`src/rtl/gshare_predictor_param.sv`:
```
// Parametrised gshare/bimodal branch direction predictor with a tracked
// prediction pipe, in-place counter training and sequential table init.
module gshare_predictor_param #(
    parameter int PC_W       = 32,
    parameter int IDX_W      = 5,
    parameter int HIST_W     = 5,
    parameter int CTR_W      = 2,
    parameter int CTR_INIT   = 1,
    parameter int PIPE_DEPTH = 2,
    parameter int MODE       = 1
) (
    input  logic            clk,
    input  logic            reset,
    input  logic [PC_W-1:0] current_pc,
    input  logic            stall,
    input  logic            flush,
    input  logic            update,
    input  logic            real_taken,
    output logic            taken,
    output logic            ready,
    output logic [31:0]     branch_cnt,
    output logic [31:0]     mispred_cnt
);
    localparam int DEPTH = 1 << IDX_W;
    localparam logic [CTR_W-1:0] CTR_INIT_V = CTR_W'(CTR_INIT);
    localparam logic [CTR_W-1:0] CTR_MAX    = '1;

    typedef enum logic {S_INIT, S_RUN} state_t;

    state_t             r_state, w_state_next;
    logic [IDX_W-1:0]   r_init_ptr, w_init_ptr_next;
    logic [HIST_W-1:0]  r_history, w_hist_next;
    logic [CTR_W-1:0]   r_table [DEPTH];
    logic [31:0]        r_branch_cnt, r_mispred_cnt;

    logic               r_stg_valid [PIPE_DEPTH];
    logic [IDX_W-1:0]   r_stg_idx   [PIPE_DEPTH];
    logic               r_stg_pred  [PIPE_DEPTH];

    logic [IDX_W-1:0]   w_pc_idx, w_hist_ext, w_idx, w_last_idx;
    logic [CTR_W-1:0]   w_ctr_rd, w_ctr_tr, w_ctr_new;
    logic               w_last_valid, w_last_pred, w_train, w_unused;

    always_ff @(posedge clk) begin
        if (reset) begin
            r_state    <= S_INIT;
            r_init_ptr <= '0;
        end else begin
            r_state    <= w_state_next;
            r_init_ptr <= w_init_ptr_next;
        end
    end

    always_comb begin
        w_state_next    = r_state;
        w_init_ptr_next = r_init_ptr;
        case (r_state)
            S_INIT: begin
                w_init_ptr_next = r_init_ptr + 1'b1;
                if (r_init_ptr == '1)
                    w_state_next = S_RUN;
            end
            default: ;
        endcase
    end

    assign ready      = (r_state == S_RUN);
    assign w_pc_idx   = current_pc[IDX_W+1:2];
    assign w_hist_ext = IDX_W'(r_history);
    // Only the index bits of the PC (and history in bimodal mode) feed the logic.
    assign w_unused   = ^{current_pc, r_history};

    generate
        if (MODE == 1) begin : g_gshare
            assign w_idx = w_pc_idx ^ w_hist_ext;
        end else begin : g_bimodal
            assign w_idx = w_pc_idx;
        end
        if (HIST_W == 1) begin : g_hist1
            assign w_hist_next = real_taken;
        end else begin : g_histn
            assign w_hist_next = {r_history[HIST_W-2:0], real_taken};
        end
    endgenerate

    // Prediction reads the stored value; a same-cycle training write is not bypassed.
    assign w_ctr_rd = r_table[w_idx];
    assign taken    = ready & w_ctr_rd[CTR_W-1];

    genvar gi;
    generate
        for (gi = 0; gi < PIPE_DEPTH; gi++) begin : g_stage
            if (gi == 0) begin : g_head
                always_ff @(posedge clk) begin
                    if (reset || flush)
                        r_stg_valid[gi] <= 1'b0;
                    else if (!stall)
                        r_stg_valid[gi] <= ready;
                    if (!stall) begin
                        r_stg_idx[gi]  <= w_idx;
                        r_stg_pred[gi] <= taken;
                    end
                end
            end else begin : g_body
                always_ff @(posedge clk) begin
                    if (reset || flush)
                        r_stg_valid[gi] <= 1'b0;
                    else if (!stall)
                        r_stg_valid[gi] <= r_stg_valid[gi-1];
                    if (!stall) begin
                        r_stg_idx[gi]  <= r_stg_idx[gi-1];
                        r_stg_pred[gi] <= r_stg_pred[gi-1];
                    end
                end
            end
        end
    endgenerate

    assign w_last_valid = r_stg_valid[PIPE_DEPTH-1];
    assign w_last_idx   = r_stg_idx[PIPE_DEPTH-1];
    assign w_last_pred  = r_stg_pred[PIPE_DEPTH-1];
    assign w_train      = (r_state == S_RUN) && update && w_last_valid && !reset;
    assign w_ctr_tr     = r_table[w_last_idx];

    always_comb begin
        w_ctr_new = w_ctr_tr;
        if (real_taken) begin
            if (w_ctr_tr != CTR_MAX)
                w_ctr_new = w_ctr_tr + 1'b1;
        end else begin
            if (w_ctr_tr != '0)
                w_ctr_new = w_ctr_tr - 1'b1;
        end
    end

    // Table contents survive reset; INIT rewrites every entry afterwards.
    always_ff @(posedge clk) begin
        if (!reset) begin
            if (r_state == S_INIT)
                r_table[r_init_ptr] <= CTR_INIT_V;
            else if (w_train)
                r_table[w_last_idx] <= w_ctr_new;
        end
    end

    always_ff @(posedge clk) begin
        if (reset) begin
            r_history     <= '0;
            r_branch_cnt  <= '0;
            r_mispred_cnt <= '0;
        end else if (w_train) begin
            r_history    <= w_hist_next;
            r_branch_cnt <= r_branch_cnt + 32'd1;
            if (w_last_pred != real_taken)
                r_mispred_cnt <= r_mispred_cnt + 32'd1;
        end
    end

    assign branch_cnt  = r_branch_cnt;
    assign mispred_cnt = r_mispred_cnt;
endmodule

```
`config.mk`:
```
export PLATFORM = sky130hd
export DESIGN_NAME = gshare_predictor_param
export DESIGN_NICKNAME = d
export VERILOG_FILES = /design/src/rtl/gshare_predictor_param.sv
export SDC_FILE = /design/constraint.sdc
export NUM_CORES = 1
export LEC_CHECK = 0
export CORE_AREA = 2 2 88 153
export CTS_BUF_LIST = sky130_fd_sc_hd__clkbuf_4 sky130_fd_sc_hd__clkbuf_8
export CTS_CLUSTER_SIZE = 40
export DETAILED_ROUTE_END_ITERATION = 7
export DIE_AREA = 0 0 90 155
export PLACE_DENSITY = 0.86
export SLEW_MARGIN = 10
export SYNTH_ARGS = -nofsm -noshare
export SYNTH_HDL_FRONTEND = slang
export SYNTH_SLANG_ARGS = --single-unit
```
`constraint.sdc`:
```
create_clock -name clk -period 4.1 [get_ports clk]
set_input_delay 0.82 -clock clk [delete_from_list [all_inputs] [get_ports clk]]
set_output_delay 0.82 -clock clk [all_outputs]
set_load 0.01 [all_outputs]
```
# [Word level (Yosys, flattened, before mapping)]
# Memory sizes are Yosys's and may differ from the RTL's.
# Cells that the tools add are included.
# Widths: inputs -> output; s select.
[classes] n_addsub=5 eq_ne=3 muxes=22 bitwise=4 n_reduce_logical=8
[op_table] op="$add 32x1->32 const B" count=2
[op_table] op="$mux 1" count=17
[op_table] op="$mux 2" count=4
[op_table] op="$add 5x1->5 const B" count=1
[op_table] op="$eq 5x5->1 const B" count=1
[op_table] op="$mux 5" count=1
[op_table] op="$xor 5x5->5" count=1
[op_table] op="$logic_and 1x1->1" count=3
[op_table] op="$add 2x1->2 const B" count=1
[op_table] op="$ne 2x2->1 const B" count=1
[op_table] op="$or 1x1->1" count=2
[op_table] op="$reduce_and 2->1" count=1
[op_table] op="$reduce_bool 2->1" count=1
[op_table] op="$reduce_or 2->1" count=1
[op_table] op="$sub 2x1->2 const B" count=1
[op_table] op="$and 1x1->1" count=1
[op_table] op="$logic_not 1->1" count=1
[op_table] op="$logic_or 1x1->1" count=1
[op_table] op="$ne 1x1->1" count=1
[word_totals] register_bits=75 ramBits=78 inputBits=38 out_inout_bits=66 wordCells=51 mem_count=4
[mem_list] name="r_table" depth=32 width=2 read_ports=2 rd_ports_with_merged_regs=0 wr=1 line_no="33" source="logic [CTR_W-1:0] r_table [DEPTH];"
[mem_list] name="r_stg_idx" depth=2 width=5 read_ports=2 rd_ports_with_merged_regs=0 wr=2 line_no="37" source="logic [IDX_W-1:0] r_stg_idx [PIPE_DEPTH];"
[mem_list] name="r_stg_pred" depth=2 width=1 read_ports=2 rd_ports_with_merged_regs=0 wr=2 line_no="38" source="logic r_stg_pred [PIPE_DEPTH];"
[mem_list] name="r_stg_valid" depth=2 width=1 read_ports=2 rd_ports_with_merged_regs=0 wr=2 line_no="36" source="logic r_stg_valid [PIPE_DEPTH];"

# [Depth between registers and ports, before layout]
[logic_depth] word_depth=9 depth_mapped=9 mapped_depth_nobuf=7

# [Worst setup path after synthesis]
# No wires, ideal clock.
[synth_timing] path_kind="flip-flop to flip-flop" startpoint="memory r_stg_idx[1][0] (netlist: r_stg_idx[0][5])" endpoint="memory r_table[0][1], data pin" setup_ns=0.445 arrival_time_ns=2.872 required_ns=3.655 setup_slack_ns=0.783 stages_incl_launch_ff=10 path_buffers=2 synth_period_minus_slack_ns=3.317 cell_sequence="edfxtp_1 > buf_4 > buf_4 > mux2i_1 > a22oi_1 > nand2_1 > o22ai_1 > a211oi_1 > maj3_1 > nor3_1"
[synth_lines] element="start, declared" line_no="37"
[synth_lines] element="end, declared" line_no="33"

# [Worst setup path after layout]
[layout_timing] startpoint="input current_pc[2]" endpoint="output taken"
[layout_between] elab_chain_len=3
[layout_lines] element="start, declared" line_no="14" source="input logic [PC_W-1:0] current_pc,"
[layout_lines] element="$xor 5x5->5" line_no="75" source="assign w_idx = w_pc_idx ^ w_hist_ext;"
[layout_lines] element="named net w_idx[0]" line_no="40" source="logic [IDX_W-1:0] w_pc_idx, w_hist_ext, w_idx, w_last_idx;"
[layout_lines] element="$mem_v2 32x2"
[layout_lines] element="$and 1x1->1" line_no="88" source="assign taken = ready & w_ctr_rd[CTR_W-1];"
[layout_lines] element="end, declared" line_no="19" source="output logic taken,"
# The timed path passes the listed nets, and every way through them passes these cells.

==> out/metrics.csv <==
stage,metric,value,unit
outcome,outcome,completed,
die,FP Rows,55,
power,Clock power frac,41.4,%
synthesis,Mapped Cells,610,
hold_path,worst min path class,reg -> reg,
layout,post-route cell area,8210,sq um
clock_tree,Worst-Skew Late Latency,0.44,ns
detailed_routing,DRC violations left,0,
setup_path,Setup CP Type,in -> out,
detailed_routing,DR WL/cell,17.5,um
synthesis,Post-synth EDFFs,78,
setup_path,flop2flop setup slack,1.10,ns
setup_path,R2R Path Start,r_stg_idx[0][6]$_DFFE_PN_,
clock_tree,"Clk pin slew, worst setup/hold paths",0.08,ns
setup_path,Crit path max-delay family,multiplexers,
setup_path,worst path required time,3.28,ns
synthesis,Synthesized Nets,652,
setup_path,Setup crit end kind,output pin,
sta,worst hold margin,0.425,ns
sta,Final Slew Violations,0,
power,combinational cell fraction of total power,4.4,%
sta,Worst slew margin,46.0,%
hold_path,hold path depth,0,
setup_path,crit path buf inv count,3,
setup_path,crit path cell chain,clkdlybuf4s50_1 > xor2_2 > buf_12 > mux4_1 > mux4_2 > mux2i_1 > nor2b_1 > buf_2,
sta,Slew @ Worst Pin,0.810,ns
layout,utilization after layout,64.2,%
placement,area of placed instances,7750,sq um
power,Sequential Power Share,54.2,%
hold_path,Hold Path Origin,r_stg_idx[0][1]$_DFFE_PN_,
placement,IO buf count,76,
die,area of the core,12800,sq um
detailed_routing,post-route ant nets,0,
hold_path,Hold Crit Endpoint,r_stg_idx[0][6]$_DFFE_PN_,
sta,# setup viols final,0,
detailed_routing,Pre-Repair DR Iteration Count,5,
clock_tree,root buffer cell,clkbuf_8,
global_route,global-route wire length before repair,24600,um
power,Leak,3.04,nW
placement,dpl ws,-0.224,ns
setup_path,CP arrival,3.26,ns
setup_path,Max stage delay on crit path,0.56,ns
power,Internal Pwr Total,0.00236,W
die,Die Ht,155,um
clock_tree,CTS Buffer Depth,2,
synthesis,"Avg Cell Area, Syn",11.2,sq um
die,Die W,90,um
setup_path,cell count of the worst reg-to-reg path,8,
setup_path,critical path startpoint category,input pin,
sta,Layout Skew,0.00954,ns
clock_tree,Setup Buffers After CTS,0,
clock_tree,TritonCTS clock tree,yes,
setup_path,r2r endpoint,r_table[26][1]$_DFFE_PP_,
synthesis,synth warn,0,
sta,period utilization,99.6,%
clock_tree,number of hold buffers added after cts,0,
synthesis,Netlist Area Pre-Place,6810,sq um
synthesis,asr flop ratio synth,0,%
layout,n_diodes,0,
sta,Final Hold Violating Endpoints,0,
detailed_routing,detailed-route wire length,15400,um
clock_tree,# clock sinks,153,
die,Top Ports,104,
layout,layout cells sized above 1,8.50,%
power,power density over cell area,364,nW/um^2
layout,number of fill cells,992,
synthesis,Main synth FF type,edfxtp_1,
detailed_routing,Detailed Route Iter0 Violations,349,
clock_tree,CTS HTree Levels,4,
placement,Final Wtd Congestion,0.933,
global_route,vias in the first global route,4928,
sta,Final WS setup,0.0160,ns
global_route,global-route usage over all layers,22.4,%
detailed_routing,via count,4906,
sta,Fmax,245,MHz
global_route,initial antenna violation count,0,
setup_path,slowest cell on the critical path,mux4_1,
die,initial cell density of the core,53.2,%
clock_tree,TritonCTS Buffers,17,
sta,Final Critical Period,4.08,ns
layout,Final #Nets,735,
power,Psw,0.000635,W
placement,HPWL after DPL,10900,um
layout,area delta synth->final,20.6,%
global_route,total gr overflow,0,
power,switching share of power,21.2,%
die,die area,14000,sq um
power,Max VDD drop,0.000261,V
synthesis,"Seq/Total Area, Yosys",56.4,%
detailed_routing,Vias/cell,5.59,
synthesis,"flops & latches, synth",153,
setup_path,CP max FO,5,
job,max-cap violations,0,
sta,RSZ-0062 raised after global routing,false,
global_route,largest net degree at the start of global routing,81,
synthesis,unique cell type count in the Yosys netlist,47,
-- sequential cells by signal, indices dropped and copies added, names as in the netlist --
register	flops
branch_cnt	32
mispred_cnt	32
r_history	5
r_init_ptr	5
r_stg_idx	10
r_stg_pred	2
r_stg_valid	2
r_table	64
ready	1
-- synthesized netlist by cell type, drive strengths merged, types with 3 or more instances --
| library cell | count | area share (%) |
|---|---|---|
| nor2 | 110 | 6.1 |
| and4 | 6 | 0.77 |
| clkbuf | 12 | 0.66 |
| xnor2 | 16 | 2.1 |
| mux2 | 3 | 0.50 |
| ha | 4 | 0.73 |
| nand2b | 3 | 0.28 |
| buf | 8 | 0.90 |
| edfxtp | 78 | 34 |
| dfxtp | 75 | 22 |
| nand4 | 16 | 1.6 |
| a22oi | 11 | 1.2 |
| nor2b | 7 | 0.64 |
| nand2 | 53 | 2.9 |
| xor2 | 46 | 6.0 |
| or3 | 7 | 0.64 |
| nor3 | 7 | 0.51 |
| and3 | 14 | 1.3 |
| a21oi | 19 | 1.4 |
| and2 | 8 | 0.77 |
| nand3 | 28 | 2.1 |
| o21ai | 8 | 0.59 |
| mux4 | 10 | 3.6 |
| mux2i | 40 | 5.9 |
| inv | 7 | 0.39 |
-- what timing repair did --
item,CTS,global route
resized for setup,4,2
endpoints found under the setup margin,1,1
cloned,1,0
-- layout make-up --
type / count / area, sq um / area share (%)
clock inverter: 9 / 135 / 1.65
sequential: 153 / 3840 / 46.8
timing repair buffer: 84 / 841 / 10.2
tap: 171 / 214 / 2.60
clock buffer: 23 / 310 / 3.78
inverter: 7 / 26.3 / 0.320
multi-input combinational: 430 / 2840 / 34.6
-- worst max-delay path by stage --
stage,start,end,slack (ns),cells after the start
2_1_floorplan,r_stg_idx[0][5]$_DFFE_PN_,r_table[0][1]$_DFFE_PP_,0.78,9
3_3_place_gp,current_pc[2],taken,-0.16,8
3_5_place_dp,current_pc[2],taken,-0.22,8
4_1_cts,current_pc[2],taken,0.005,8
5_1_grt,current_pc[2],taken,0.01,8
6_report,current_pc[2],taken,0.02,8
-- metal layers --
| metal | vias up | GRT usage, % | wire length [um] |
|---|---|---|---|
| li1 | 2330 | - | - |
| met2 | 178 | 42.5 | 8500 |
| met3 | 44 | 4.89 | 753 |
| met5 | - | 0 | 0 |
| met1 | 2354 | 23.8 | 5580 |
| met4 | 0 | 9.16 | 523 |
-- stage by stage --
stage	power, W	instances	TNS [ns]
finish	0.00299	877	0
global route	0.00309	877	0
CTS	0.00302	877	0
detailed placement	0.00178	844	-0.224
global placement	0.00178	844	-0.162
floorplan	0.00174	610	0
-- cell usage in the layout (no fill, tap or decap), types with 2 or more instances in the layout --
cell type,instances
nor2_1,109
edfxtp_1,78
dfxtp_1,75
clkdlybuf4s50_1,74
nand2_1,53
xor2_1,45
mux2i_1,40
nand3_1,27
clkbuf_8,22
a21oi_1,19
xnor2_1,16
nand4_1,15
and3_1,14
a22oi_1,11
inv_1,7
nor2b_1,7
and2_1,7
or3_1,7
o21ai_0,7
nor3_1,6
mux4_2,6
and4_1,6
buf_4,6
mux4_1,4
ha_1,4
nand2b_1,3
mux2_2,3
bufinv_16,3
inv_6,2
buf_2,2
-- kinds of logic after synthesis --
| group | count (synthesis) | share of synthesized area (%) |
|---|---|---|
| AND/OR/NAND/NOR | 265 | 18.7 |
| flip-flops | 153 | 56.4 |
| XOR/XNOR | 62 | 8.08 |
| multiplexers | 53 | 9.95 |
| AO/OA/AOI/OAI | 45 | 4.02 |
| buffers and inverters | 27 | 1.95 |
| adder cells (fa/ha/maj) | 5 | 0.882 |
-- power groups by stage --
| stage | Sequential [W] | Clock [W] | Combinational, W |
|---|---|---|---|
| final | 0.00162 | 0.00124 | 0.000132 |
| after global routing | 0.00162 | 0.00133 | 0.000142 |
| after CTS | 0.00162 | 0.00127 | 0.000132 |
| after detailed placement | 0.00166 | 0 | 0.000126 |
| after global placement | 0.00166 | 0 | 0.000122 |
| after floorplan | 0.00165 | 0 | 0.0000896 |
-- worst register-to-register path: cells and delay by family, from the launching register on --
family | cells | cell delay [ns]
AOI/OAI and AO/OA | 3 | 0.83
adders and majority gates | 1 | 0.33
buffers and inverters | 1 | 0.26
DFF | 1 | 0.48
and+or+nand+nor | 3 | 0.81
(Power assumes the default switching activity.)
